===== config.mk =====
export PLATFORM = sky130hd
export DESIGN_NAME = ps2_kbd_events
export DESIGN_NICKNAME = d
export VERILOG_FILES = /design/src/rtl/ps2_pkg.sv /design/src/rtl/ps2_rx_frame.sv /design/src/rtl/ps2_kbd_events.sv
export SDC_FILE = /design/constraint.sdc
export NUM_CORES = 1
export LEC_CHECK = 0
export CAP_MARGIN = 20
export CORE_MARGIN = 2
export CORE_UTILIZATION = 60
export DETAILED_ROUTE_END_ITERATION = 10
export PLACE_DENSITY = 0.78
export SYNTH_ARGS = -nofsm -noshare
export SYNTH_HDL_FRONTEND = slang
export SYNTH_HIERARCHICAL = 1
export SYNTH_SLANG_ARGS = --single-unit

===== constraint.sdc =====
create_clock -name clk -period 5.5 [get_ports clk]
set_input_delay 1.375 -clock clk [delete_from_list [all_inputs] [get_ports clk]]
set_output_delay 1.375 -clock clk [all_outputs]
set_load 0.1 [all_outputs]

===== src/rtl/ps2_pkg.sv =====
// Shared types, scancode constants and small helpers for the PS/2 keyboard front end.
package ps2_pkg;

  typedef enum logic [1:0] {IDLE, DATA, PARITY, STOP} frame_state_t;

  localparam logic [7:0] PS2_EXT = 8'hE0;
  localparam logic [7:0] PS2_BRK = 8'hF0;

  localparam logic [7:0] KEY_ARW_RIGHT = 8'h74;
  localparam logic [7:0] KEY_ARW_LEFT  = 8'h6B;
  localparam logic [7:0] KEY_ARW_UP    = 8'h75;
  localparam logic [7:0] KEY_ARW_DOWN  = 8'h72;
  localparam logic [7:0] KEY_W_RIGHT   = 8'h23;
  localparam logic [7:0] KEY_W_LEFT    = 8'h1C;
  localparam logic [7:0] KEY_W_UP      = 8'h1D;
  localparam logic [7:0] KEY_W_DOWN    = 8'h1B;

  localparam int EVT_W       = 10;
  localparam int EVT_EXT_BIT = 9;
  localparam int EVT_BRK_BIT = 8;

  // Direction vectors are packed {right, left, up, down}.
  function automatic logic odd_parity_ok(input logic [7:0] d, input logic p);
    return ^{d, p};
  endfunction

  function automatic logic [3:0] arrow_dir(input logic [7:0] code);
    case (code)
      KEY_ARW_RIGHT: return 4'b1000;
      KEY_ARW_LEFT:  return 4'b0100;
      KEY_ARW_UP:    return 4'b0010;
      KEY_ARW_DOWN:  return 4'b0001;
      default:       return 4'b0000;
    endcase
  endfunction

  function automatic logic [3:0] wasd_dir(input logic [7:0] code);
    case (code)
      KEY_W_RIGHT: return 4'b1000;
      KEY_W_LEFT:  return 4'b0100;
      KEY_W_UP:    return 4'b0010;
      KEY_W_DOWN:  return 4'b0001;
      default:     return 4'b0000;
    endcase
  endfunction

endpackage


===== src/rtl/ps2_rx_frame.sv =====
// PS/2 line conditioning (sync + glitch filter) and 11-bit frame receiver with timeout.
module ps2_rx_frame #(
  parameter int FILTER_LEN     = 8,
  parameter int TIMEOUT_CYCLES = 100000
) (
  input  logic       clk,
  input  logic       rst,
  input  logic       ps2clk,
  input  logic       ps2data,
  output logic [7:0] rx_byte,
  output logic       rx_strobe,
  output logic       rx_err
);
  import ps2_pkg::*;

  localparam int FLT_W = $clog2(FILTER_LEN + 1);
  localparam int TMO_W = $clog2(TIMEOUT_CYCLES + 1);

  logic [1:0]       clk_sync_r, data_sync_r;
  logic             clk_filt_r, data_filt_r;
  logic [FLT_W-1:0] clk_cnt_r, data_cnt_r;
  logic             fall_r;
  frame_state_t     state_r;
  logic [2:0]       bit_cnt_r;
  logic [7:0]       shift_r;
  logic             par_r;
  logic [TMO_W-1:0] tmo_r;
  logic [7:0]       rx_byte_r;
  logic             rx_strobe_r, rx_err_r;

  // Synchronise both lines, filter them and flag filtered ps2clk falling edges.
  always_ff @(posedge clk or negedge rst) begin
    if (!rst) begin
      clk_sync_r  <= 2'b11;
      data_sync_r <= 2'b11;
      clk_filt_r  <= 1'b1;
      data_filt_r <= 1'b1;
      clk_cnt_r   <= {FLT_W{1'b0}};
      data_cnt_r  <= {FLT_W{1'b0}};
      fall_r      <= 1'b0;
    end else begin
      clk_sync_r  <= {clk_sync_r[0], ps2clk};
      data_sync_r <= {data_sync_r[0], ps2data};
      fall_r      <= clk_filt_r & ~clk_sync_r[1] & (clk_cnt_r == FLT_W'(FILTER_LEN - 1));
      if (clk_sync_r[1] != clk_filt_r) begin
        if (clk_cnt_r == FLT_W'(FILTER_LEN - 1)) begin
          clk_filt_r <= clk_sync_r[1];
          clk_cnt_r  <= {FLT_W{1'b0}};
        end else begin
          clk_cnt_r <= clk_cnt_r + FLT_W'(1);
        end
      end else begin
        clk_cnt_r <= {FLT_W{1'b0}};
      end
      if (data_sync_r[1] != data_filt_r) begin
        if (data_cnt_r == FLT_W'(FILTER_LEN - 1)) begin
          data_filt_r <= data_sync_r[1];
          data_cnt_r  <= {FLT_W{1'b0}};
        end else begin
          data_cnt_r <= data_cnt_r + FLT_W'(1);
        end
      end else begin
        data_cnt_r <= {FLT_W{1'b0}};
      end
    end
  end

  // Frame FSM; a stalled frame is abandoned after TIMEOUT_CYCLES strobe-free cycles.
  always_ff @(posedge clk or negedge rst) begin
    if (!rst) begin
      state_r     <= IDLE;
      bit_cnt_r   <= 3'd0;
      shift_r     <= 8'h00;
      par_r       <= 1'b0;
      tmo_r       <= {TMO_W{1'b0}};
      rx_byte_r   <= 8'h00;
      rx_strobe_r <= 1'b0;
      rx_err_r    <= 1'b0;
    end else begin
      rx_strobe_r <= 1'b0;
      rx_err_r    <= 1'b0;
      if (state_r == IDLE || fall_r) begin
        tmo_r <= {TMO_W{1'b0}};
      end else begin
        tmo_r <= tmo_r + TMO_W'(1);
      end
      if (state_r != IDLE && !fall_r && tmo_r == TMO_W'(TIMEOUT_CYCLES - 1)) begin
        state_r  <= IDLE;
        rx_err_r <= 1'b1;
      end else if (fall_r) begin
        case (state_r)
          IDLE: begin
            if (!data_filt_r) begin
              state_r   <= DATA;
              bit_cnt_r <= 3'd0;
            end
          end
          DATA: begin
            shift_r <= {data_filt_r, shift_r[7:1]};
            if (bit_cnt_r == 3'd7) begin
              state_r <= PARITY;
            end else begin
              bit_cnt_r <= bit_cnt_r + 3'd1;
            end
          end
          PARITY: begin
            par_r   <= data_filt_r;
            state_r <= STOP;
          end
          STOP: begin
            state_r <= IDLE;
            if (data_filt_r && odd_parity_ok(shift_r, par_r)) begin
              rx_byte_r   <= shift_r;
              rx_strobe_r <= 1'b1;
            end else begin
              rx_err_r <= 1'b1;
            end
          end
          default: state_r <= IDLE;
        endcase
      end
    end
  end

  assign rx_byte   = rx_byte_r;
  assign rx_strobe = rx_strobe_r;
  assign rx_err    = rx_err_r;

endmodule


===== src/rtl/ps2_kbd_events.sv =====
// PS/2 keyboard front end: prefix decode, direction outputs and event FIFO.
module ps2_kbd_events #(
  parameter int FIFO_DEPTH     = 8,
  parameter int FILTER_LEN     = 8,
  parameter int TIMEOUT_CYCLES = 100000,
  parameter int DIR_PULSE      = 0,
  parameter int WASD_EN        = 1
) (
  input  logic       clk,
  input  logic       rst,
  input  logic       ps2clk,
  input  logic       ps2data,
  output logic [9:0] code_data,
  output logic       code_valid,
  input  logic       code_ready,
  output logic       right,
  output logic       left,
  output logic       up,
  output logic       down,
  output logic       frame_err,
  output logic       fifo_ovf,
  input  logic       err_clr
);
  import ps2_pkg::*;

  localparam int PTR_W = $clog2(FIFO_DEPTH);
  localparam int CNT_W = PTR_W + 1;

  logic [7:0]       rx_byte_s;
  logic             rx_strobe_s, rx_err_s;
  logic             ext_r, brk_r;
  logic             evt_s, push_ok_s, pop_s, full_s, drop_s;
  logic [EVT_W-1:0] evt_data_s;
  logic [EVT_W-1:0] mem_r [FIFO_DEPTH];
  logic [PTR_W-1:0] wr_ptr_r, rd_ptr_r;
  logic [CNT_W-1:0] count_r;
  logic [3:0]       arrow_hit_s, wasd_hit_s;
  logic [3:0]       arrow_nx_s, wasd_nx_s, pulse_nx_s;
  logic [3:0]       arrow_r, wasd_r, dir_r;
  logic             frame_err_r, fifo_ovf_r;

  ps2_rx_frame #(
    .FILTER_LEN    (FILTER_LEN),
    .TIMEOUT_CYCLES(TIMEOUT_CYCLES)
  ) u_rx (
    .clk      (clk),
    .rst      (rst),
    .ps2clk   (ps2clk),
    .ps2data  (ps2data),
    .rx_byte  (rx_byte_s),
    .rx_strobe(rx_strobe_s),
    .rx_err   (rx_err_s)
  );

  assign evt_s      = rx_strobe_s && (rx_byte_s != PS2_EXT) && (rx_byte_s != PS2_BRK);
  assign evt_data_s = {ext_r, brk_r, rx_byte_s};
  assign full_s     = (count_r == CNT_W'(FIFO_DEPTH));
  assign pop_s      = code_valid && code_ready;
  assign push_ok_s  = evt_s && (!full_s || pop_s);
  assign drop_s     = evt_s && full_s && !pop_s;

  // Prefix flags: a line error also forgets any pending E0/F0.
  always_ff @(posedge clk or negedge rst) begin
    if (!rst) begin
      ext_r <= 1'b0;
      brk_r <= 1'b0;
    end else if (rx_err_s) begin
      ext_r <= 1'b0;
      brk_r <= 1'b0;
    end else if (rx_strobe_s) begin
      if (rx_byte_s == PS2_EXT) begin
        ext_r <= 1'b1;
      end else if (rx_byte_s == PS2_BRK) begin
        brk_r <= 1'b1;
      end else begin
        ext_r <= 1'b0;
        brk_r <= 1'b0;
      end
    end
  end

  // Event FIFO storage, pointers and occupancy.
  always_ff @(posedge clk or negedge rst) begin
    if (!rst) begin
      wr_ptr_r <= {PTR_W{1'b0}};
      rd_ptr_r <= {PTR_W{1'b0}};
      count_r  <= {CNT_W{1'b0}};
      for (int i = 0; i < FIFO_DEPTH; i++) mem_r[i] <= {EVT_W{1'b0}};
    end else begin
      if (push_ok_s) begin
        mem_r[wr_ptr_r] <= evt_data_s;
        wr_ptr_r        <= wr_ptr_r + PTR_W'(1);
      end
      if (pop_s) begin
        rd_ptr_r <= rd_ptr_r + PTR_W'(1);
      end
      case ({push_ok_s, pop_s})
        2'b10:   count_r <= count_r + CNT_W'(1);
        2'b01:   count_r <= count_r - CNT_W'(1);
        default: count_r <= count_r;
      endcase
    end
  end

  assign code_valid = (count_r != {CNT_W{1'b0}});
  assign code_data  = mem_r[rd_ptr_r];

  // Next direction state: arrow and WASD sources kept apart so releasing one keeps the other.
  always_comb begin
    arrow_hit_s = ext_r ? arrow_dir(rx_byte_s) : 4'b0000;
    wasd_hit_s  = (!ext_r && WASD_EN != 0) ? wasd_dir(rx_byte_s) : 4'b0000;
    arrow_nx_s  = arrow_r;
    wasd_nx_s   = wasd_r;
    pulse_nx_s  = 4'b0000;
    if (evt_s && brk_r) begin
      arrow_nx_s = arrow_r & ~arrow_hit_s;
      wasd_nx_s  = wasd_r & ~wasd_hit_s;
    end else if (evt_s) begin
      arrow_nx_s = arrow_r | arrow_hit_s;
      wasd_nx_s  = wasd_r | wasd_hit_s;
      pulse_nx_s = arrow_hit_s | wasd_hit_s;
    end else begin
      pulse_nx_s = 4'b0000;
    end
  end

  // Direction registers and sticky error flags (set beats clear).
  always_ff @(posedge clk or negedge rst) begin
    if (!rst) begin
      arrow_r     <= 4'b0000;
      wasd_r      <= 4'b0000;
      dir_r       <= 4'b0000;
      frame_err_r <= 1'b0;
      fifo_ovf_r  <= 1'b0;
    end else begin
      arrow_r     <= arrow_nx_s;
      wasd_r      <= wasd_nx_s;
      dir_r       <= (DIR_PULSE != 0) ? pulse_nx_s : (arrow_nx_s | wasd_nx_s);
      frame_err_r <= rx_err_s ? 1'b1 : (err_clr ? 1'b0 : frame_err_r);
      fifo_ovf_r  <= drop_s   ? 1'b1 : (err_clr ? 1'b0 : fifo_ovf_r);
    end
  end

  assign right     = dir_r[3];
  assign left      = dir_r[2];
  assign up        = dir_r[1];
  assign down      = dir_r[0];
  assign frame_err = frame_err_r;
  assign fifo_ovf  = fifo_ovf_r;

endmodule


# Yosys cells after proc, flatten, opt, wreduce, memory -nomap -nowiden
# Cells that the tools add are included.
# word_totals
ff_bits	162
elab_cells	169
output_inout_bits	17
# op_classes
n_addsub	8
n_mux	47
n_reduce_logical	35
magnitude_cmp	3
n_eq_ne	30
n_bitwise	13
# op_table
cell	n
80-bit bitwise mux	1
4-bit two-way mux	10
8-bit by 7-bit equality test with 1-bit output (second input constant)	4
4-bit one-hot mux with 4 select lines	2
10-bit binary-select mux with 3-bit select	1
10-bit demux with 3-bit select	1
10-bit two-way mux	3
8-bit by 5-bit equality test with 1-bit output (second input constant)	3
1-bit two-way mux	19
17-bit by 1-bit adder with 17-bit output (second input constant)	1
17-bit equality test (second input constant)	1
17-bit two-way mux	1
8-bit equality test (second input constant)	2
8-bit != test (second input constant)	2
2-bit nonzero test	7
4-bit by 1-bit adder with 4-bit output (second input constant)	3
4-bit bitwise OR	3
1-bit logical AND	11
3-bit by 1-bit adder with 3-bit output (second input constant)	3
3-bit AND reduction	3
9-bit XOR reduction	1
4-bit bitwise AND	2
4-bit by 3-bit equality test with 1-bit output (second input constant)	2
8-bit by 6-bit equality test with 1-bit output (second input constant)	1
other kinds (29)	49

# Longest topological paths before layout
# Gate-level depths: netlist of run 1.
# depth
depth_word	7
depth_mapped	12

# Cells and area by module
# Netlist of run 1, hierarchy kept.
# by_module_without_submodules
module	n_inst	cells_each	seq_area_each_um2	area_each_um2
ps2_kbd_events	1	361	2652.5	5221.3
ps2_rx_frame	1	227	1408.9	2606.2

# Least setup slack after synthesis of run 1
# Ideal clock, no wire load.
# synth_path
kind	reg-to-output
from	register rd_ptr_r[0]
to	output port code_data[9]
arrival_ns	1.688
path_stages_with_launch	4
setup_slack_ns	2.437
cell_sequence	dfrtp_1 buf_2 mux4_2 mux2_2
# synth_between
elab_chain_cells	4
# synth_rtl
element	line_no	text
start: declaration	ps2_kbd_events.sv:35	logic [PTR_W-1:0] wr_ptr_r, rd_ptr_r;
start signal: assignment	ps2_kbd_events.sv:86	rd_ptr_r <= {PTR_W{1'b0}};
start signal: assignment	ps2_kbd_events.sv:95	rd_ptr_r <= rd_ptr_r + PTR_W'(1);
3-bit inverter with 4-bit output (implied by the code)	ps2_kbd_events.sv:106	assign code_data = mem_r[rd_ptr_r];
10-bit binary-select mux with 3-bit select	ps2_kbd_events.sv:106	
10-bit two-way mux (implied by the code) (2 in a row)	ps2_kbd_events.sv:106	
end: declaration	ps2_kbd_events.sv:13	output logic [9:0] code_data,
# Every way passes these cells. The select of a mux whose other input is x is not followed.

# Final worst setup path of run 1
# layout_path
from	register rd_ptr_r[0]
to	output port code_data[7]
# The elaborated chain is that of the path after synthesis.

==> results of run 1 <==
[Yosys cell counts (3+ instances only)]
master    number
mux4_2        20
nor4b_1        5
nor2_1        29
dfstp_2        6
nand3_1       19
nand2b_1       5
nand4b_1       4
or3_1          3
inv_1         14
nor4_4         3
nor3_1        13
a21oi_1       10
clkbuf_1      20
o31ai_1        4
o21ai_0       13
ha_1          15
xnor2_1       20
nand3b_1       3
or4_1          4
nor2b_1        7
mux2_1        39
buf_2          4
nor4_1         5
buf_6          5
nand2_1       22
xor2_1         7
nand4_1        9
dfrtp_1      156
mux2_4        20
mux2_2        56
[critical path: stages, from the launching register on]
cell and delay [ns]:
dfrtp_1 0.58, buf_4 0.39, mux4_2 0.56, mux2_2 0.28, clkdlybuf4s50_1 0.97
[through the flow]
stage,hold WS [ns],std cells,setup WS [ns],utilization
finish,0.356,788,0.912,0.693
global route,0.359,788,0.798,0.693
CTS,0.357,788,0.870,0.693
detailed placement,0.347,756,1.35,0.642
global placement,0.347,756,1.39,0.642
floorplan,0.345,588,2.44,-
[logic make-up after synthesis]
kind of cell	share of synthesized area
AOI/OAI and AO/OA	0.0419
xor gates and xnor gates	0.0364
adders and majority gates	0.0240
buffers and inverters	0.0280
DFF	0.519
muxes	0.238
and+or+nand+nor	0.113
[power groups by stage]
stage	sequential [mW]	combinational [mW]	clock, mW
after floorplan	1.25	0.0545	0
after global placement	1.26	0.0797	0
after detailed placement	1.26	0.0846	0
after CTS	1.24	0.0871	1.30
after global routing	1.25	0.0973	1.36
final	1.24	0.0843	1.28
[per-layer routing]
metal / track usage / vias up / wire length (um)
met1: 0.292 / 2430 / 6350
met2: 0.385 / 71 / 7720
met4: 0.0889 / 0 / 259
met3: 0.0502 / 21 / 455
li1: - / 2183 / -
met5: 0 / - / 0
[path summary, 6_finish.rpt]
check,cells after the start,start,endpoint
worst max register to register,10,u_rx/rx_byte[0],count_r[2]
max in group asynchronous,2,rst,mem_r[14]
worst max-delay path,4,rd_ptr_r[0],code_data[7]
worst min register to register,0,u_rx/clk_sync_r[0],u_rx/clk_sync_r[1]
worst min-delay path,0,u_rx/clk_sync_r[0],u_rx/clk_sync_r[1]
min in group asynchronous,1,rst,mem_r[26]
[cell type report]
class,count,area share
clock buffers,24,0.0571
repair buffers,27,0.0295
multi-input cells,381,0.404
flip-flops and latches,162,0.462
well taps,172,0.0245
inverters,14,0.00598
clock inverters,8,0.0168
[state kept, by name, indices dropped and copies added, names as in the netlist, 8 cells and up]
register      flops
u_rx/shift_r      8
u_rx/tmo_r       17
u_rx/rx_byte      8
mem_r            80
==> flow_summary.html, run 1 <==
<table>
<tr><th>Metric</th><th>Value</th></tr>
<tr><th colspan="2">Yosys</th></tr>
<tr><td>Sequential element share of the synthesized area</td><td>0.519</td></tr>
<tr><td>Synthesis-stage register bit count</td><td>162</td></tr>
<tr><td>Post-synth EDFFs</td><td>0</td></tr>
<tr><td>Number of warnings reported in the yosys synthesis log</td><td>6</td></tr>
<tr><td>Top flip-flop cell by instance count after synthesis</td><td>dfrtp_1</td></tr>
<tr><td>Fraction of post-synthesis cell area in the top cell type by area</td><td>0.499</td></tr>
<tr><td>Synth area leader</td><td>dfrtp_1</td></tr>
<tr><td>Average cell area after synthesis</td><td>13.3 um^2</td></tr>
<tr><td>Number of nets in the synthesized netlist</td><td>609</td></tr>
<tr><td>Count of distinct cell types in the synthesized netlist</td><td>63</td></tr>
<tr><td>Synth top area cells</td><td>dfrtp_1 50%, mux2_2 8.1%, mux4_2 5.8%, mux2_1 5.6%, mux2_4 3.8%</td></tr>
<tr><td>Cell count after synthesis</td><td>588</td></tr>
<tr><td>Share of synthesized flip-flops with an asynchronous set or reset</td><td>1.00</td></tr>
<tr><td>Synthesized area</td><td>7830 um^2</td></tr>
<tr><th colspan="2">Place</th></tr>
<tr><td>Half-perimeter wire length after placement</td><td>9.72 mm</td></tr>
<tr><td>Final estimated routing congestion in global placement</td><td>0.829</td></tr>
<tr><td>Placed Area</td><td>between 8000 and 9000 um^2</td></tr>
<tr><td>Number of port buffers</td><td>22</td></tr>
<tr><th colspan="2">Layout</th></tr>
<tr><td>Antenna diodes</td><td>0</td></tr>
<tr><td>Layout cells sized above 1</td><td>0.247</td></tr>
<tr><td>Post-layout instance area</td><td>between 8000 and 9000 um^2</td></tr>
<tr><td>Sequential cell area</td><td>approximately 4100 um^2</td></tr>
<tr><td>Multi-input logic area</td><td>3550 um^2</td></tr>
<tr><td>Number of fill cells in the layout</td><td>about 880</td></tr>
<tr><td>Area growth, synth to finish</td><td>12.2%</td></tr>
<tr><td>Net count reported at finish</td><td>624</td></tr>
<tr><td>Most common cell after layout, fill and taps aside</td><td>dfrtp_1</td></tr>
<tr><td>Most frequent cells in the layout</td><td>156 x dfrtp_1, 56 x mux2_2, 39 x mux2_1</td></tr>
<tr><th colspan="2">Floorplan</th></tr>
<tr><td>Row Count</td><td>between 40 and 50</td></tr>
<tr><td>Die extent in y</td><td>~120 um</td></tr>
<tr><td># IOs</td><td>23</td></tr>
<tr><td>Horiz. Die Dim</td><td>118 um</td></tr>
<tr><td>Core footprint</td><td>12700 um^2</td></tr>
<tr><td>Initial cell density of the core</td><td>0.618</td></tr>
<tr><td>Die outline area</td><td>~14000 um^2</td></tr>
<tr><th colspan="2">Power</th></tr>
<tr><td>Portion of total power attributed to the clock network</td><td>0.490</td></tr>
<tr><td>Cell area power density</td><td>296 nW/um^2</td></tr>
<tr><td>Sequential power share</td><td>0.477</td></tr>
<tr><td>Static leakage</td><td>~4.0 nW</td></tr>
<tr><td>Combinational share of power</td><td>0.032</td></tr>
<tr><td>Peak supply drop</td><td>0.307 mV</td></tr>
<tr><td>Final Power</td><td>2.60 mW</td></tr>
<tr><td>Switching power total</td><td>0.531 mW</td></tr>
<tr><td>Switching power as a share of total power</td><td>0.204</td></tr>
<tr><td>Cell internal pwr</td><td>2.07 mW</td></tr>
<tr><th colspan="2">CTS</th></tr>
<tr><td>Maximum clock insertion buffer count</td><td>2</td></tr>
<tr><td>Number of H-tree levels</td><td>4</td></tr>
<tr><td>Root buffer selected by CTS</td><td>clkbuf_16</td></tr>
<tr><td>Insertion delay to the later sink of the worst-skew pair</td><td>0.43 ns</td></tr>
<tr><td>Setup Fix Bufs, Post-CTS</td><td>0</td></tr>
<tr><td>Clock transition at path regs</td><td>0.06 ns</td></tr>
<tr><td>CTS tree</td><td>built</td></tr>
<tr><td>Cts hold-fix bufs</td><td>0</td></tr>
<tr><td>Total clock sinks</td><td>162</td></tr>
<tr><td>TritonCTS Buffers</td><td>17</td></tr>
<tr><td>Post-cts sizing count</td><td>0</td></tr>
<tr><th colspan="2">Global route</th></tr>
<tr><td>Antenna violations before repair</td><td>0</td></tr>
<tr><td>Global-route wire length before repair</td><td>roughly 25 mm</td></tr>
<tr><td>Total global routing track utilization</td><td>0.229</td></tr>
<tr><td>Number of global-route vias before repair</td><td>approximately 5000</td></tr>
<tr><td>Largest net degree at the start of global routing</td><td>96</td></tr>
<tr><td>Gr ovfl total</td><td>0</td></tr>
<tr><th colspan="2">Route</th></tr>
<tr><td>Post-detailed-route count of antenna-violating nets</td><td>0</td></tr>
<tr><td>Initial detailed-routing violation count</td><td>366</td></tr>
<tr><td>Total wire length after detailed routing</td><td>roughly 15 mm</td></tr>
<tr><td>Number of iterations in the first detailed-routing pass</td><td>4</td></tr>
<tr><td>Vias after detailed routing</td><td>4705</td></tr>
<tr><td>Via density per instance</td><td>5.97</td></tr>
<tr><td>Routed wire per std cell</td><td>18.8 um</td></tr>
<tr><td>Residual DRC</td><td>0</td></tr>
<tr><th colspan="2">Timing</th></tr>
<tr><td>Final worst path period share</td><td>0.834</td></tr>
<tr><td>Transition time of the tightest slew-check pin</td><td>between 0.9 and 1 ns</td></tr>
<tr><td>Max Clock Skew</td><td>0.00602 ns</td></tr>
<tr><td>Minimum clock period after layout</td><td>4.59 ns</td></tr>
<tr><td>Relative slew slack</td><td>0.343</td></tr>
<tr><td>Setup repair after global routing missed its margin</td><td>false</td></tr>
<tr><td>Max Clock Freq</td><td>between 200 and 250 MHz</td></tr>
<tr><td>TNS Setup</td><td>0 ns</td></tr>
<tr><td>Pins over their slew limit</td><td>0</td></tr>
<tr><td>Total count of hold-check failures in the final report</td><td>0</td></tr>
<tr><td>Final count of negative-setup-slack endpoints</td><td>0</td></tr>
<tr><th colspan="2">Job</th></tr>
<tr><td>Max-Cap Viols</td><td>0</td></tr>
<tr><th colspan="2">Min path</th></tr>
<tr><td>Kind of path behind the tightest hold check</td><td>register to register</td></tr>
<tr><th colspan="2">Setup path</th></tr>
<tr><td>Worst Path Required</td><td>4.12 ns</td></tr>
<tr><td>Crit path DAT</td><td>between 3 and 4 ns</td></tr>
<tr><td>Class of the most critical setup path</td><td>register to primary output</td></tr>
<tr><td>Setup slack of the worst register-to-register path</td><td>2.54 ns</td></tr>
<tr><td>Kind of end point of the critical path</td><td>primary output</td></tr>
<tr><td>Largest driver fanout on the critical path</td><td>16</td></tr>
<tr><td>Startpoint class of the critical path</td><td>register</td></tr>
<tr><th colspan="2">Status</th></tr>
<tr><td>Status</td><td>completed</td></tr>
</table>
(Power assumes the default switching activity.)
==> run 2, diff against run 1 <==
Settings changed: CORE_UTILIZATION 60 to 56, PLACE_DENSITY 0.78 to 0.76.
Clock period 5.5 ns to 3.95 ns, I/O delays scaled along.
==> run 2 against run 1 <==
Compared with the run above:
- critical path depth did not move
- cell count rose by 1.6%
- sequential cell count did not move
- utilization fell by 5.8 points
- routed wire length rose by 0.64%
- non-clock buffer count rose by 5
- count of clock-buffer cells in the layout fell by 5
- first-iteration DRC count fell by 14%
- highest routed layer unchanged
==> flow_summary.html, run 2 (synthesized netlist as in run 1, its figures left out) <==
<table>
<tr><th>Metric</th><th>Value</th></tr>
<tr><th colspan="2">CTS</th></tr>
<tr><td>Insertion delay to the later sink of the worst-skew pair</td><td>0.43 ns (about the same)</td></tr>
<tr><td>Clock transition at path regs</td><td>0.06 ns (about the same)</td></tr>
<tr><td>Total clock sinks</td><td>162 (unchanged)</td></tr>
<tr><td>Maximum clock insertion buffer count</td><td>2 (unchanged)</td></tr>
<tr><td>Number of H-tree levels</td><td>4 (unchanged)</td></tr>
<tr><td>CTS tree</td><td>built (unchanged)</td></tr>
<tr><td>Cts hold-fix bufs</td><td>0 (unchanged)</td></tr>
<tr><td>TritonCTS Buffers</td><td>17 (unchanged)</td></tr>
<tr><td>Post-cts sizing count</td><td>0 (unchanged)</td></tr>
<tr><td>Setup Fix Bufs, Post-CTS</td><td>0 (unchanged)</td></tr>
<tr><td>Root buffer selected by CTS</td><td>clkbuf_16 (unchanged)</td></tr>
<tr><th colspan="2">Route</th></tr>
<tr><td>Number of iterations in the first detailed-routing pass</td><td>6 (was 4)</td></tr>
<tr><td>Routed wire per std cell</td><td>18.6 um (was 18.8 um)</td></tr>
<tr><td>Residual DRC</td><td>0 (unchanged)</td></tr>
<tr><td>Vias after detailed routing</td><td>4706 (was 4705)</td></tr>
<tr><td>Via density per instance</td><td>5.88 (was 5.97)</td></tr>
<tr><td>Post-detailed-route count of antenna-violating nets</td><td>0 (unchanged)</td></tr>
<tr><td>Initial detailed-routing violation count</td><td>316 (was 366)</td></tr>
<tr><td>Total wire length after detailed routing</td><td>14.9 mm (was 14.8 mm)</td></tr>
<tr><th colspan="2">Floorplan</th></tr>
<tr><td># IOs</td><td>23 (unchanged)</td></tr>
<tr><td>Row Count</td><td>43 (was 41)</td></tr>
<tr><td>Initial cell density of the core</td><td>0.568 (was 0.618)</td></tr>
<tr><td>Core footprint</td><td>13800 um^2 (was 12700 um^2)</td></tr>
<tr><td>Die outline area</td><td>14900 um^2 (was 14000 um^2)</td></tr>
<tr><td>Horiz. Die Dim</td><td>122 um (was 118 um)</td></tr>
<tr><td>Die extent in y</td><td>122 um (was 118 um)</td></tr>
<tr><th colspan="2">Layout</th></tr>
<tr><td>Layout cells sized above 1</td><td>0.274 (was 0.247)</td></tr>
<tr><td>Leading registers by flop count</td><td>mem_r: 80 flops, u_rx/tmo_r: 17 flops (unchanged)</td></tr>
<tr><td>Most common cell after layout, fill and taps aside</td><td>dfrtp_1 (unchanged)</td></tr>
<tr><td>Antenna diodes</td><td>0 (unchanged)</td></tr>
<tr><td>Max FFs per register</td><td>80 (unchanged)</td></tr>
<tr><td>Net count reported at finish</td><td>629 (was 624)</td></tr>
<tr><td>Most frequent cells in the layout</td><td>156 x dfrtp_1, 56 x mux2_2, 39 x mux2_1 (unchanged)</td></tr>
<tr><td>Post-layout instance area</td><td>8750 um^2 (was 8780 um^2)</td></tr>
<tr><td>Post-layout util</td><td>0.636 (was 0.693)</td></tr>
<tr><td>Number of fill cells in the layout</td><td>1035 (was 875)</td></tr>
<tr><td>Count of placed standard cells in the final layout, fillers left out</td><td>801 (was 788)</td></tr>
<tr><td>Area growth, synth to finish</td><td>11.8% (was 12.2%)</td></tr>
<tr><td>Register with the most flip-flops</td><td>mem_r (unchanged)</td></tr>
<tr><th colspan="2">Place</th></tr>
<tr><td>Cells after DPL</td><td>769 (was 756)</td></tr>
<tr><td>Half-perimeter wire length after placement</td><td>9.75 mm (was 9.72 mm)</td></tr>
<tr><td>Placed Area</td><td>8170 um^2 (was 8140 um^2)</td></tr>
<tr><td>Number of port buffers</td><td>22 (unchanged)</td></tr>
<tr><td>Final estimated routing congestion in global placement</td><td>0.859 (was 0.829)</td></tr>
<tr><th colspan="2">Setup path</th></tr>
<tr><td>Class of the most critical setup path</td><td>register to primary output (unchanged)</td></tr>
<tr><td>Kind of end point of the critical path</td><td>primary output (unchanged)</td></tr>
<tr><td>Cell type group with the largest total delay on the critical path</td><td>multiplexers (was buffers and inverters)</td></tr>
<tr><td>Worst Path Required</td><td>2.96 ns (was 4.12 ns)</td></tr>
<tr><td>Largest driver fanout on the critical path</td><td>13 (was 16)</td></tr>
<tr><td>Highest-delay cell along the critical path</td><td>dfrtp_1 (was clkdlybuf4s50_1)</td></tr>
<tr><td>Startpoint class of the critical path</td><td>register (unchanged)</td></tr>
<tr><td>Max stage delay on crit path</td><td>0.76 ns (was 0.97 ns)</td></tr>
<tr><td>Sequence of cells on the critical path</td><td>buf_12, mux4_2, mux2_2, buf_4 (was buf_4, mux4_2, mux2_2, clkdlybuf4s50_1)</td></tr>
<tr><td>Number of buffers and inverters on the critical path</td><td>2 (unchanged)</td></tr>
<tr><td>Crit path DAT</td><td>2.49 ns (was 3.21 ns)</td></tr>
<tr><th colspan="2">Global route</th></tr>
<tr><td>Global-route wire length before repair</td><td>25.0 mm (was 25.1 mm)</td></tr>
<tr><td>Largest net degree at the start of global routing</td><td>78 (was 96)</td></tr>
<tr><td>Gr ovfl total</td><td>0 (unchanged)</td></tr>
<tr><td>Total global routing track utilization</td><td>0.220 (was 0.229)</td></tr>
<tr><td>Number of global-route vias before repair</td><td>4935 (was 5010)</td></tr>
<tr><td>Antenna violations before repair</td><td>0 (unchanged)</td></tr>
<tr><th colspan="2">Power</th></tr>
<tr><td>Cell area power density</td><td>395 nW/um^2 (was 296 nW/um^2)</td></tr>
<tr><td>Switching power total</td><td>0.757 mW (was 0.531 mW)</td></tr>
<tr><td>Combinational share of power</td><td>0.034 (was 0.032)</td></tr>
<tr><td>Portion of total power attributed to the clock network</td><td>0.466 (was 0.490)</td></tr>
<tr><td>Peak supply drop</td><td>0.316 mV (was 0.307 mV)</td></tr>
<tr><td>Sequential power share</td><td>0.501 (was 0.477)</td></tr>
<tr><td>Static leakage</td><td>4.05 nW (was 4.03 nW)</td></tr>
<tr><td>Cell internal pwr</td><td>2.70 mW (was 2.07 mW)</td></tr>
<tr><td>Final Power</td><td>3.46 mW (was 2.60 mW)</td></tr>
<tr><td>Switching power as a share of total power</td><td>0.219 (was 0.204)</td></tr>
<tr><th colspan="2">Timing</th></tr>
<tr><td>Max Clock Freq</td><td>287 MHz</td></tr>
<tr><td>Setup repair after global routing missed its margin</td><td>false (unchanged)</td></tr>
<tr><td>TNS Setup</td><td>0 ns (unchanged)</td></tr>
<tr><td>Final worst path period share</td><td>0.881</td></tr>
<tr><td>Transition time of the tightest slew-check pin</td><td>0.985 ns (was 0.983 ns)</td></tr>
<tr><td>Pins over their slew limit</td><td>0 (unchanged)</td></tr>
<tr><td>Final count of negative-setup-slack endpoints</td><td>0 (unchanged)</td></tr>
<tr><td>Relative slew slack</td><td>0.341 (was 0.343)</td></tr>
<tr><td>Total count of hold-check failures in the final report</td><td>0 (unchanged)</td></tr>
<tr><td>Max Clock Skew</td><td>0.00638 ns (was 0.00602 ns)</td></tr>
<tr><td>Minimum clock period after layout</td><td>3.48 ns</td></tr>
<tr><th colspan="2">Min path</th></tr>
<tr><td>Kind of path behind the tightest hold check</td><td>register to register (unchanged)</td></tr>
<tr><th colspan="2">Job</th></tr>
<tr><td>Max-Cap Viols</td><td>0 (unchanged)</td></tr>
<tr><th colspan="2">Status</th></tr>
<tr><td>Status</td><td>completed (unchanged)</td></tr>
</table>
## run 2: cell types whose count changed in the layout (fill, tap and decap cells not counted)
cell             before  now
clkinv_2              2    5
inv_6                 0    1
clkinvlp_4            0    3
clkbuf_1              2    0
bufinv_16             4    2
clkbuf_8              5    2
buf_4                 5   20
buf_12                0    1
clkdlybuf4s50_1      21   10
## run 2: power by group through the flow
stage	registers [mW]	clock network (mW)	logic [mW]
4_1_cts	1.73	1.64	0.122
6_report	1.73	1.61	0.117
3_5_place_dp	1.76	0	0.120
3_3_place_gp	1.76	0	0.113
5_1_grt	1.74	1.72	0.137
2_1_floorplan	1.74	0	0.0759
## run 2: final cells by class
type,instances,area [um^2],share of cell area
clock inverter,13,134,0.0153
tap,180,225,0.0257
sequential,162,4060,0.464
inverter,14,52.6,0.00600
timing repair buffer,32,282,0.0322
clock buffer,19,453,0.0517
multi-input combinational,381,3550,0.405
## run 2: layer usage
layer  part of all wire  up-vias  global-route usage
li1                   -     2191                   -
met4              0.011        0              0.0661
met5                  0        -                   0
met2               0.53       60               0.381
met3              0.026       14              0.0558
met1               0.43     2441               0.274
## run 2: path summary, 6_finish.rpt
check	slack, ns	to	from	cells past startpoint
setup reg to reg	0.96	count_r[2]	u_rx/rx_byte[0]	10
max in group asynchronous	2.50	mem_r[60]	rst	2
hold reg to reg	0.36	u_rx/data_sync_r[1]	u_rx/data_sync_r[0]	0
setup / recovery	0.47	code_data[5]	rd_ptr_r[0]	4
min in group asynchronous	0.59	mem_r[16]	rst	1
hold / removal	0.36	u_rx/data_sync_r[1]	u_rx/data_sync_r[0]	0
## run 2: metrics by stage
stage / hold WS, ns / setup slack (ns)
final: 0.355 / 0.468
after global routing: 0.358 / 0.329
after CTS: 0.356 / 0.414
after detailed placement: 0.347 / 0.748
after global placement: 0.346 / 0.794
after floorplan: 0.345 / 1.09
## run 2: worst register-to-register path: cells and delay by family (launching register included)
kind | cells | cell delay (ns)
compound gates | 2 | 0.47
xor+xnor | 3 | 0.41
fa+ha+maj | 2 | 0.50
flops | 1 | 0.61
simple gates | 3 | 0.90
==> run 3, diff against run 2 <==
Settings changed: CAP_MARGIN 20 to unset, CORE_UTILIZATION 56 to 60, PLACE_DENSITY 0.76 to 0.78.
Clock period 3.95 ns to 4.45 ns, I/O delays scaled along.
==> run 3 against run 2 <==
Compared with the run above:
- combinational power fell by 8%
- clock skew barely moved
- sequential cell count did not move
- die area fell by 6.4%
- utilization rose by 5.6 points
- count of clock-buffer cells in the layout rose by 2
- via count fell by 1.2%
- register-to-register slack improved by 0.45 ns
- sequential share of layout area fell by 0.053 points
- setup slack improved by 0.46 ns
- sequential power fell by 11%
- first-iteration DRC count fell by 2.2%
- critical path type unchanged
- largest power group is now clock
- highest routed layer unchanged
==> flow_summary.html, run 3 (synthesized netlist as in run 1, its figures left out) <==
<table>
<tr><th>Metric</th><th>Value</th></tr>
<tr><th colspan="2">Power</th></tr>
<tr><td>Portion of total power attributed to the clock network</td><td>0.491 (was 0.466)</td></tr>
<tr><td>Final Power</td><td>3.23 mW (was 3.46 mW)</td></tr>
<tr><td>Switching power as a share of total power</td><td>0.200 (was 0.219)</td></tr>
<tr><td>Switching power total</td><td>0.647 mW (was 0.757 mW)</td></tr>
<tr><td>Combinational share of power</td><td>0.033 (was 0.034)</td></tr>
<tr><td>Cell area power density</td><td>369 nW/um^2 (was 395 nW/um^2)</td></tr>
<tr><td>Peak supply drop</td><td>0.375 mV (was 0.316 mV)</td></tr>
<tr><td>Sequential power share</td><td>0.476 (was 0.501)</td></tr>
<tr><td>Cell internal pwr</td><td>2.58 mW (was 2.70 mW)</td></tr>
<tr><td>Static leakage</td><td>4.05 nW (about the same)</td></tr>
<tr><th colspan="2">Layout</th></tr>
<tr><td>Layout cells sized above 1</td><td>0.262 (was 0.274)</td></tr>
<tr><td>Antenna diodes</td><td>0 (unchanged)</td></tr>
<tr><td>Register with the most flip-flops</td><td>mem_r (unchanged)</td></tr>
<tr><td>Post-layout instance area</td><td>8760 um^2 (was 8750 um^2)</td></tr>
<tr><td>Max FFs per register</td><td>80 (unchanged)</td></tr>
<tr><td>Net count reported at finish</td><td>623 (was 629)</td></tr>
<tr><td>Leading registers by flop count</td><td>mem_r: 80 flops, u_rx/tmo_r: 17 flops (unchanged)</td></tr>
<tr><td>Most common cell after layout, fill and taps aside</td><td>dfrtp_1 (unchanged)</td></tr>
<tr><td>Most frequent cells in the layout</td><td>156 x dfrtp_1, 56 x mux2_2, 39 x mux2_1 (unchanged)</td></tr>
<tr><td>Area growth, synth to finish</td><td>12.0% (was 11.8%)</td></tr>
<tr><th colspan="2">Timing</th></tr>
<tr><td>Max Clock Skew</td><td>0.00607 ns (was 0.00638 ns)</td></tr>
<tr><td>Minimum clock period after layout</td><td>between 3 and 4 ns</td></tr>
<tr><td>Final worst path period share</td><td>0.791</td></tr>
<tr><td>Relative slew slack</td><td>0.313 (was 0.341)</td></tr>
<tr><td>Total count of hold-check failures in the final report</td><td>0 (unchanged)</td></tr>
<tr><td>Max Clock Freq</td><td>284 MHz</td></tr>
<tr><td>Transition time of the tightest slew-check pin</td><td>1.03 ns (was 0.985 ns)</td></tr>
<tr><td>Final count of negative-setup-slack endpoints</td><td>0 (unchanged)</td></tr>
<tr><td>TNS Setup</td><td>0 ns (unchanged)</td></tr>
<tr><td>Setup repair after global routing missed its margin</td><td>false (unchanged)</td></tr>
<tr><td>Pins over their slew limit</td><td>0 (unchanged)</td></tr>
<tr><th colspan="2">CTS</th></tr>
<tr><td>Setup Fix Bufs, Post-CTS</td><td>0 (unchanged)</td></tr>
<tr><td>Insertion delay to the later sink of the worst-skew pair</td><td>0.41 ns (was 0.43 ns)</td></tr>
<tr><td>Post-cts sizing count</td><td>0 (unchanged)</td></tr>
<tr><td>Root buffer selected by CTS</td><td>clkbuf_16 (unchanged)</td></tr>
<tr><td>Total clock sinks</td><td>162 (unchanged)</td></tr>
<tr><td>Maximum clock insertion buffer count</td><td>2 (unchanged)</td></tr>
<tr><td>CTS tree</td><td>built (unchanged)</td></tr>
<tr><td>Clock transition at path regs</td><td>0.06 ns (about the same)</td></tr>
<tr><td>Cts hold-fix bufs</td><td>0 (unchanged)</td></tr>
<tr><td>Number of H-tree levels</td><td>4 (unchanged)</td></tr>
<tr><td>TritonCTS Buffers</td><td>17 (unchanged)</td></tr>
<tr><th colspan="2">Route</th></tr>
<tr><td>Via density per instance</td><td>5.91 (was 5.88)</td></tr>
<tr><td>Routed wire per std cell</td><td>18.7 um (was 18.6 um)</td></tr>
<tr><td>Total wire length after detailed routing</td><td>14.7 mm (was 14.9 mm)</td></tr>
<tr><td>Initial detailed-routing violation count</td><td>309 (was 316)</td></tr>
<tr><td>Number of iterations in the first detailed-routing pass</td><td>4 (was 6)</td></tr>
<tr><td>Post-detailed-route count of antenna-violating nets</td><td>0 (unchanged)</td></tr>
<tr><td>Residual DRC</td><td>0 (unchanged)</td></tr>
<tr><td>Vias after detailed routing</td><td>4649 (was 4706)</td></tr>
<tr><th colspan="2">Floorplan</th></tr>
<tr><td>Row Count</td><td>41 (was 43)</td></tr>
<tr><td>Die extent in y</td><td>118 um (was 122 um)</td></tr>
<tr><td>Initial cell density of the core</td><td>0.618 (was 0.568)</td></tr>
<tr><td>Horiz. Die Dim</td><td>118 um (was 122 um)</td></tr>
<tr><td>Core footprint</td><td>12700 um^2 (was 13800 um^2)</td></tr>
<tr><td># IOs</td><td>23 (unchanged)</td></tr>
<tr><td>Die outline area</td><td>14000 um^2 (was 14900 um^2)</td></tr>
<tr><th colspan="2">Setup path</th></tr>
<tr><td>Setup slack of the worst register-to-register path</td><td>1.41 ns (was 0.96 ns)</td></tr>
<tr><td>Max stage delay on crit path</td><td>1.02 ns (was 0.76 ns)</td></tr>
<tr><td>Sequence of cells on the critical path</td><td>mux4_2, mux2_2, buf_4 (was buf_12, mux4_2, mux2_2, buf_4)</td></tr>
<tr><td>Largest driver fanout on the critical path</td><td>22 (was 13)</td></tr>
<tr><td>Crit path DAT</td><td>2.41 ns (was 2.49 ns)</td></tr>
<tr><td>Highest-delay cell along the critical path</td><td>dfrtp_1 (unchanged)</td></tr>
<tr><td>Worst Path Required</td><td>3.34 ns (was 2.96 ns)</td></tr>
<tr><td>Kind of end point of the critical path</td><td>primary output (unchanged)</td></tr>
<tr><td>Class of the most critical setup path</td><td>register to primary output (unchanged)</td></tr>
<tr><td>Startpoint class of the critical path</td><td>register (unchanged)</td></tr>
<tr><th colspan="2">Global route</th></tr>
<tr><td>Antenna violations before repair</td><td>0 (unchanged)</td></tr>
<tr><td>Gr ovfl total</td><td>0 (unchanged)</td></tr>
<tr><td>Total global routing track utilization</td><td>0.230 (was 0.220)</td></tr>
<tr><td>Global-route wire length before repair</td><td>25.5 mm (was 25.0 mm)</td></tr>
<tr><td>Number of global-route vias before repair</td><td>5053 (was 4935)</td></tr>
<tr><td>Largest net degree at the start of global routing</td><td>104 (was 78)</td></tr>
<tr><th colspan="2">Place</th></tr>
<tr><td>Half-perimeter wire length after placement</td><td>9.35 mm (was 9.75 mm)</td></tr>
<tr><td>Final estimated routing congestion in global placement</td><td>0.842 (was 0.859)</td></tr>
<tr><td>Placed Area</td><td>8120 um^2 (was 8170 um^2)</td></tr>
<tr><td>Number of port buffers</td><td>22 (unchanged)</td></tr>
<tr><th colspan="2">Job</th></tr>
<tr><td>Max-Cap Viols</td><td>0 (unchanged)</td></tr>
<tr><th colspan="2">Min path</th></tr>
<tr><td>Kind of path behind the tightest hold check</td><td>register to register (unchanged)</td></tr>
<tr><th colspan="2">Status</th></tr>
<tr><td>Status</td><td>completed (unchanged)</td></tr>
</table>
run 3: cell types whose count changed in the layout (fill, tap and decap cells not counted), sizes merged:
| cell | previous run | this run |
|---|---|---|
| clkinvlp | 3 | 0 |
| bufinv | 2 | 5 |
| clkbuf | 19 | 21 |
| clkdlybuf4s50 | 10 | 11 |
| buf | 22 | 15 |
| clkinv | 7 | 4 |
run 3: layout make-up:
type / count / area [um^2]
sequential: 162 / 4060
timing repair buffer: 26 / 239
tap: 172 / 215
inverter: 14 / 52.6
clock inverter: 10 / 179
multi-input combinational: 381 / 3550
fill: 887 / 3910
clock buffer: 21 / 470
run 3: path summary, 6_finish.rpt:
| path | from | end | depth (start not counted) |
|---|---|---|---|
| min | u_rx/data_sync_r[0] | u_rx/data_sync_r[1] | 0 |
| min in group asynchronous | rst | mem_r[76] | 1 |
| max | rd_ptr_r[1] | code_data[7] | 3 |
| max in group asynchronous | rst | arrow_r[2] | 2 |
| min reg2reg | u_rx/data_sync_r[0] | u_rx/data_sync_r[1] | 0 |
| max reg2reg | u_rx/rx_byte[0] | count_r[2] | 10 |
run 3: critical path: cells and delay by family (launching register included):
family                 cells  cell delay, ns
DFF                        1            1.02
muxes                      2            0.74
buffers and inverters      1            0.23
run 3: per-layer routing:
layer | up-vias | part of all wire | global-route usage
met5 | - | 0 | 0
met4 | 0 | 0.011 | 0.0550
met3 | 12 | 0.029 | 0.0550
met2 | 71 | 0.52 | 0.396
met1 | 2396 | 0.44 | 0.297
li1 | 2170 | - | -
run 3: power by group through the flow:
stage               Sequential [mW]  Combinational, mW  Clock (mW)
global placement               1.56             0.0989           0
detailed placement             1.56              0.108           0
floorplan                      1.55             0.0673           0
CTS                            1.54              0.111        1.61
finish                         1.54              0.108        1.59
global route                   1.54              0.125        1.69
run 3: per-stage QoR:
step,utilization,setup slack (ns),hold slack (ns),cells
after floorplan,-,1.59,0.345,588
after global placement,0.640,1.18,0.346,755
after detailed placement,0.640,1.10,0.349,755
after CTS,0.692,0.925,0.357,786
after global routing,0.692,0.865,0.362,786
final,0.692,0.930,0.356,786
==> RTL change 1 (settings of run 3) <==
`FILTER_LEN` is set to 8 in 2 places; all go to 4.
--- a/src/rtl/ps2_rx_frame.sv
+++ b/src/rtl/ps2_rx_frame.sv
@@ -1,5 +1,5 @@
 // PS/2 line conditioning (sync + glitch filter) and 11-bit frame receiver with timeout.
 module ps2_rx_frame #(
-  parameter int FILTER_LEN     = 8,
+  parameter int FILTER_LEN     = 4,
   parameter int TIMEOUT_CYCLES = 100000
 ) (
--- a/src/rtl/ps2_kbd_events.sv
+++ b/src/rtl/ps2_kbd_events.sv
@@ -2,5 +2,5 @@
 module ps2_kbd_events #(
   parameter int FIFO_DEPTH     = 8,
-  parameter int FILTER_LEN     = 8,
+  parameter int FILTER_LEN     = 4,
   parameter int TIMEOUT_CYCLES = 100000,
   parameter int DIR_PULSE      = 0,
Behaviour: same outputs for any inputs over 10 cycles, from zero or initial values and one cycle with rst low; that may be too few to reach the edited logic, so the function may still have changed.
==> RTL change 1 against run 3 <==
- die area decreased by 1.1%
- synthesized cell count shrank 1.7%
- routed wire length shrank 2.6%
- area after synthesis fell by 1.1%
- first-iteration DRC count is 2.6% lower
- sequential cell count down 2
- via count decreased by 0.15%
- setup slack improved by 1.1 ps
- count of clock-buffer cells in the layout is 1 higher
- final area down 2.1%
- highest routed layer unchanged
Power is not compared: it rests on default switching activity, and its combinational part moved more than twofold at a synthesized area within 25%.
==> RTL change 1: results (changes against run 3) <==
- The flow ran to the end, and the final reports show no timing, DRC or antenna violations.
- The violation count after the first detailed-routing iteration was 301 (-2.6%).
- The number of H-tree branching levels came to 4 (unchanged).
- The slack of the worst reg-to-reg path is 1310 ps (-100 ps).
- The largest fanout on the critical path is 22 (unchanged).
- The path with the worst hold slack has its endpoint at u_rx/clk_sync_r[1].
- The min-delay analysis places its worst path in the category flop to flop.
- The number of iterations in the first detailed-routing pass is 6 (+2).
- The final RePlAce weighted congestion was 0.813 (-3.4%).
- The number of gates resized after cts was 0 (unchanged).
- The clock latency reported for the late side of the worst-skew pair is 430 ps (+20 ps).
- The sequential share of the synthesized area was 0.518 (about the same).
- The wire length reported by the detailed router is 14,300 microns (-2.6%).
- The maximum number of pins on one net before global-route repair is 97 (-6.7%).
- After synthesis, the most frequently instantiated cells are 154 x sky130_fd_sc_hd__dfrtp_1, 56 x sky130_fd_sc_hd__mux2_2, 39 x sky130_fd_sc_hd__mux2_1, 24 x sky130_fd_sc_hd__nand2_1, 22 x sky130_fd_sc_hd__nor2_1.
- The final layout net count is 613 (-1.6%).
- The post-route clock skew came to 12.1 ps (+6.06 ps).
- The share of flip-flops with an asynchronous set or reset is 1.00 (unchanged).
- The first-pass GRT wire length was 24,100 microns (-5.5%).
- The antenna diode instance count came to 0 (unchanged).
- The net load switching power is 0.829 mW.
- The number of antenna violations at the first check in global routing is 0 (unchanged).
- The largest registers in the layout are mem_r: 80 flops, u_rx/tmo_r: 17 flops.
- The number of endpoints with negative hold slack in the final report came to 0 (unchanged).
- The share of final-layout standard cells stronger than drive strength 1 is 0.270 (+0.00765).
- The net count of the mapped netlist is 599 (-1.6%).
- The analysis attributes to cell leakage a power of 4.03 nW.
- CTS placed an instance of sky130_fd_sc_hd__clkbuf_16 at the clock tree root.
- The total number of vias was 4,642 (-0.15%).
- The worst hold path cell count was 0 (unchanged).
- The number of enable flip-flop cells after synthesis is 0 (unchanged).
- The count of cell types in the netlist is 62 (-1.6%).
- The worst slack at placement came to 1060 ps (-40.3 ps).
- The commonest register cell after synthesis is sky130_fd_sc_hd__dfrtp_1.
- The half-perimeter wire length after detailed placement is 9350 microns (about the same).
- The maximum single-stage delay on the critical path was 1020 ps (about the same).
- The via count of the first global-routing pass was 4,837 (-4.3%).
- In this run the critical register-to-register path is captured at count_r[2].
- The cell area after placement is 8020 sq um (-1.2%).
- The number of post-CTS setup repair buffers is 0 (unchanged).
- The global-route total usage across every layer is 0.222 (-0.00814).
- Sorting the synthesized cells by area gives the leading types as sky130_fd_sc_hd__dfrtp_1 50%, sky130_fd_sc_hd__mux2_2 8.1%, sky130_fd_sc_hd__mux4_2 5.8%.
- The total of fill cells in the finished design is 916 (+3.3%).
- The data arrival time of the worst path is 2410 ps (about the same).
- Across the VDD grid, the largest voltage drop is 0.433 mV.
- The headroom to the max-slew limit is 0.312 (-0.00168).
- The count of buffers inserted at the top-level ports came to 22 (unchanged).
- The number of cells on the worst reg-to-reg path came to 10 (unchanged).
- The worst hold path begins at u_rx/clk_sync_r[0].
==> RTL change 1: final cells by class <==
class | instances | area (sq um) | share of cell area
Tap cell | 172 | 215 | 0.0251
Multi-Input combinational cell | 371 | 3500 | 0.408
Inverter | 15 | 56.3 | 0.00656
Clock inverter | 9 | 83.8 | 0.00977
Sequential cell | 160 | 4010 | 0.467
Timing Repair Buffer | 27 | 234 | 0.0273
Clock buffer | 22 | 484 | 0.0564
==> RTL change 1: per-layer routing <==
| metal | part of all wire | wire length, microns | vias up | GRT usage |
|---|---|---|---|---|
| met1 | 0.44 | 6220 | 2406 | 0.281 |
| met2 | 0.52 | 7390 | 84 | 0.378 |
| met3 | 0.033 | 468 | 13 | 0.0562 |
| li1 | - | - | 2139 | - |
| met4 | 0.015 | 216 | 0 | 0.0730 |
| met5 | 0 | 0 | - | 0 |
==> RTL change 1: how the worst max path moves through the flow <==
stage	from	end	slack, ps
floorplan	count_r[1]	count_r[2]	1590
finish	rd_ptr_r[1]	code_data[5]	930
global route	rd_ptr_r[1]	code_data[5]	870
CTS	rd_ptr_r[1]	code_data[5]	910
global placement	code_ready	mem_r[22]	1170
detailed placement	code_ready	count_r[2]	1060
==> RTL change 1: power by group through the flow <==
stage               logic [mW]  registers (mW)  clock network (mW)
floorplan                0.293            1.60                   0
global placement         0.355            1.62                   0
detailed placement       0.374            1.62                   0
CTS                      0.377            1.60                1.40
global route             0.417            1.61                1.48
finish                   0.369            1.60                1.37
==> RTL change 1: cells by family after synthesis <==
kind of cell / synth area share
XOR/XNOR: 0.0323
AO/OA/AOI/OAI: 0.0449
multiplexers: 0.241
AND/OR/NAND/NOR: 0.110
adder cells (fa/ha/maj): 0.0243
flip-flops: 0.518
buffers and inverters: 0.0294
==> RTL change 1: worst max-delay path, delay by kind of cell, from the launching register on <==
| kind | cells | cell delay (ps) |
|---|---|---|
| muxes | 2 | 720 |
| buffers and inverters | 1 | 230 |
| DFF | 1 | 1020 |
==> RTL change 1: through the flow <==
stage	hold WS, ps	total power, mW	cells	utilization
2_1_floorplan	345	1.89	578	-
3_3_place_gp	348	1.97	745	0.635
3_5_place_dp	348	2.00	745	0.635
4_1_cts	356	3.38	776	0.680
5_1_grt	363	3.51	776	0.680
6_report	356	3.34	776	0.680
==> RTL change 2 (flow settings as in run 3) <==
Without the edit above. Register the output `frame_err` once more, cleared by the reset; this adds one clock of latency there. The other outputs are not delayed to match.
--- a/src/rtl/ps2_kbd_events.sv
+++ b/src/rtl/ps2_kbd_events.sv
@@ -146,5 +146,11 @@
   assign up        = dir_r[1];
   assign down      = dir_r[0];
-  assign frame_err = frame_err_r;
+  always_ff @(posedge clk or negedge rst) begin
+    if (!rst) begin
+      frame_err <= '0;
+    end else begin
+      frame_err <= frame_err_r;
+    end
+  end
   assign fifo_ovf  = fifo_ovf_r;
 
Behaviour: no difference found for any inputs over 10 cycles, from zero or initial values and one cycle with rst low; that may be too few to reach the edited logic, so the function may still have changed.
==> RTL change 2 against run 3 <==
- routed wire length is 0.12% higher
- cell count increased by 0.38%
- sequential cell count increased by 1
- setup slack lost 15 ps
- final area shrank 0.19%
- clock power fell by 8%
- area after synthesis increased by 0.32%
- power is 3.5% lower
- register-to-register slack worse by 30 ps
- critical path type unchanged
- largest cell class unchanged
==> RTL change 2: results (changes against run 3) <==
- The maximum number of pins on one net before global-route repair is 92 (-12%).
- The flow ran to the end, and the final reports show no timing, DRC or antenna violations.
- The leakage component of the power is 4.04 nW (-0.27%).
- The final layout net count is 625 (+0.32%).
- The via count of the first global-routing pass is 4,958 (-1.9%).
- The multiplexer share of the synthesized area came to 0.237 (-0.000758).
- The half-perimeter wire length after detailed placement is 9760 microns (+4.4%).
- The total of fill cells in the finished design is 884 (-0.34%).
- The slack of the worst reg-to-reg path is 1380 ps (-30 ps).
- The switching share of power is 0.212 (+0.0119).
- The post-route clock skew is 10.5 ps (+4.47 ps).
- The sum of routed wire segments on met1 is 6810 microns (+4.4%).
- The layout clock buffer count is 24 (+14%).
- The flip-flop and latch area is 4090 sq um (+0.62%).
- In the post-synthesis netlist, the biggest area contributors are sky130_fd_sc_hd__dfrtp_1 50%, sky130_fd_sc_hd__mux2_2 8.0%, sky130_fd_sc_hd__mux4_2 5.7%.
- The first-pass GRT wire length was 25,200 microns (-1.1%).
- The combinational power came to 0.103 mW (-5%).
- The clock group power is 1.47 mW (-8%).
- The buffer share of cell area came to 0.0282 (+0.000909).
- The share of final-layout standard cells stronger than drive strength 1 is 0.263 (+0.000346).
- The worst supply voltage drop on vdd was 0.301 mV (-20%).
- The compound-gate portion of the synthesized area is 0.0417 (-0.000133).
- The count of plain and timing-repair buffers in the layout is 27 (+3.8%).
- The final RePlAce weighted congestion is 0.807 (-4.1%).
- The met1 routing resource usage after global routing is 0.317 (+0.0197).
- The post-synthesis xor/xnor area fraction was 0.0363 (-0.000116).
-- RTL change 2: worst reg2reg max path, stage by stage (launching register included) --
cell and delay (ps):
sky130_fd_sc_hd__dfrtp_1 610, sky130_fd_sc_hd__or4_4 640, sky130_fd_sc_hd__o21a_1 330, sky130_fd_sc_hd__nand2_1 210, sky130_fd_sc_hd__ha_1 310, sky130_fd_sc_hd__xor2_1 200
sky130_fd_sc_hd__ha_1 180, sky130_fd_sc_hd__a21oi_1 50, sky130_fd_sc_hd__xor2_1 140, sky130_fd_sc_hd__nor2_1 140, sky130_fd_sc_hd__xor2_1 180
-- RTL change 2: how the worst max path moves through the flow --
stage	endpoint	slack (ps)	cells past startpoint
6_report	code_data[4]	910	3
5_1_grt	code_data[4]	810	4
4_1_cts	code_data[4]	880	4
3_5_place_dp	mem_r[42]	1110	4
3_3_place_gp	mem_r[11]	1150	4
2_1_floorplan	count_r[2]	1590	11
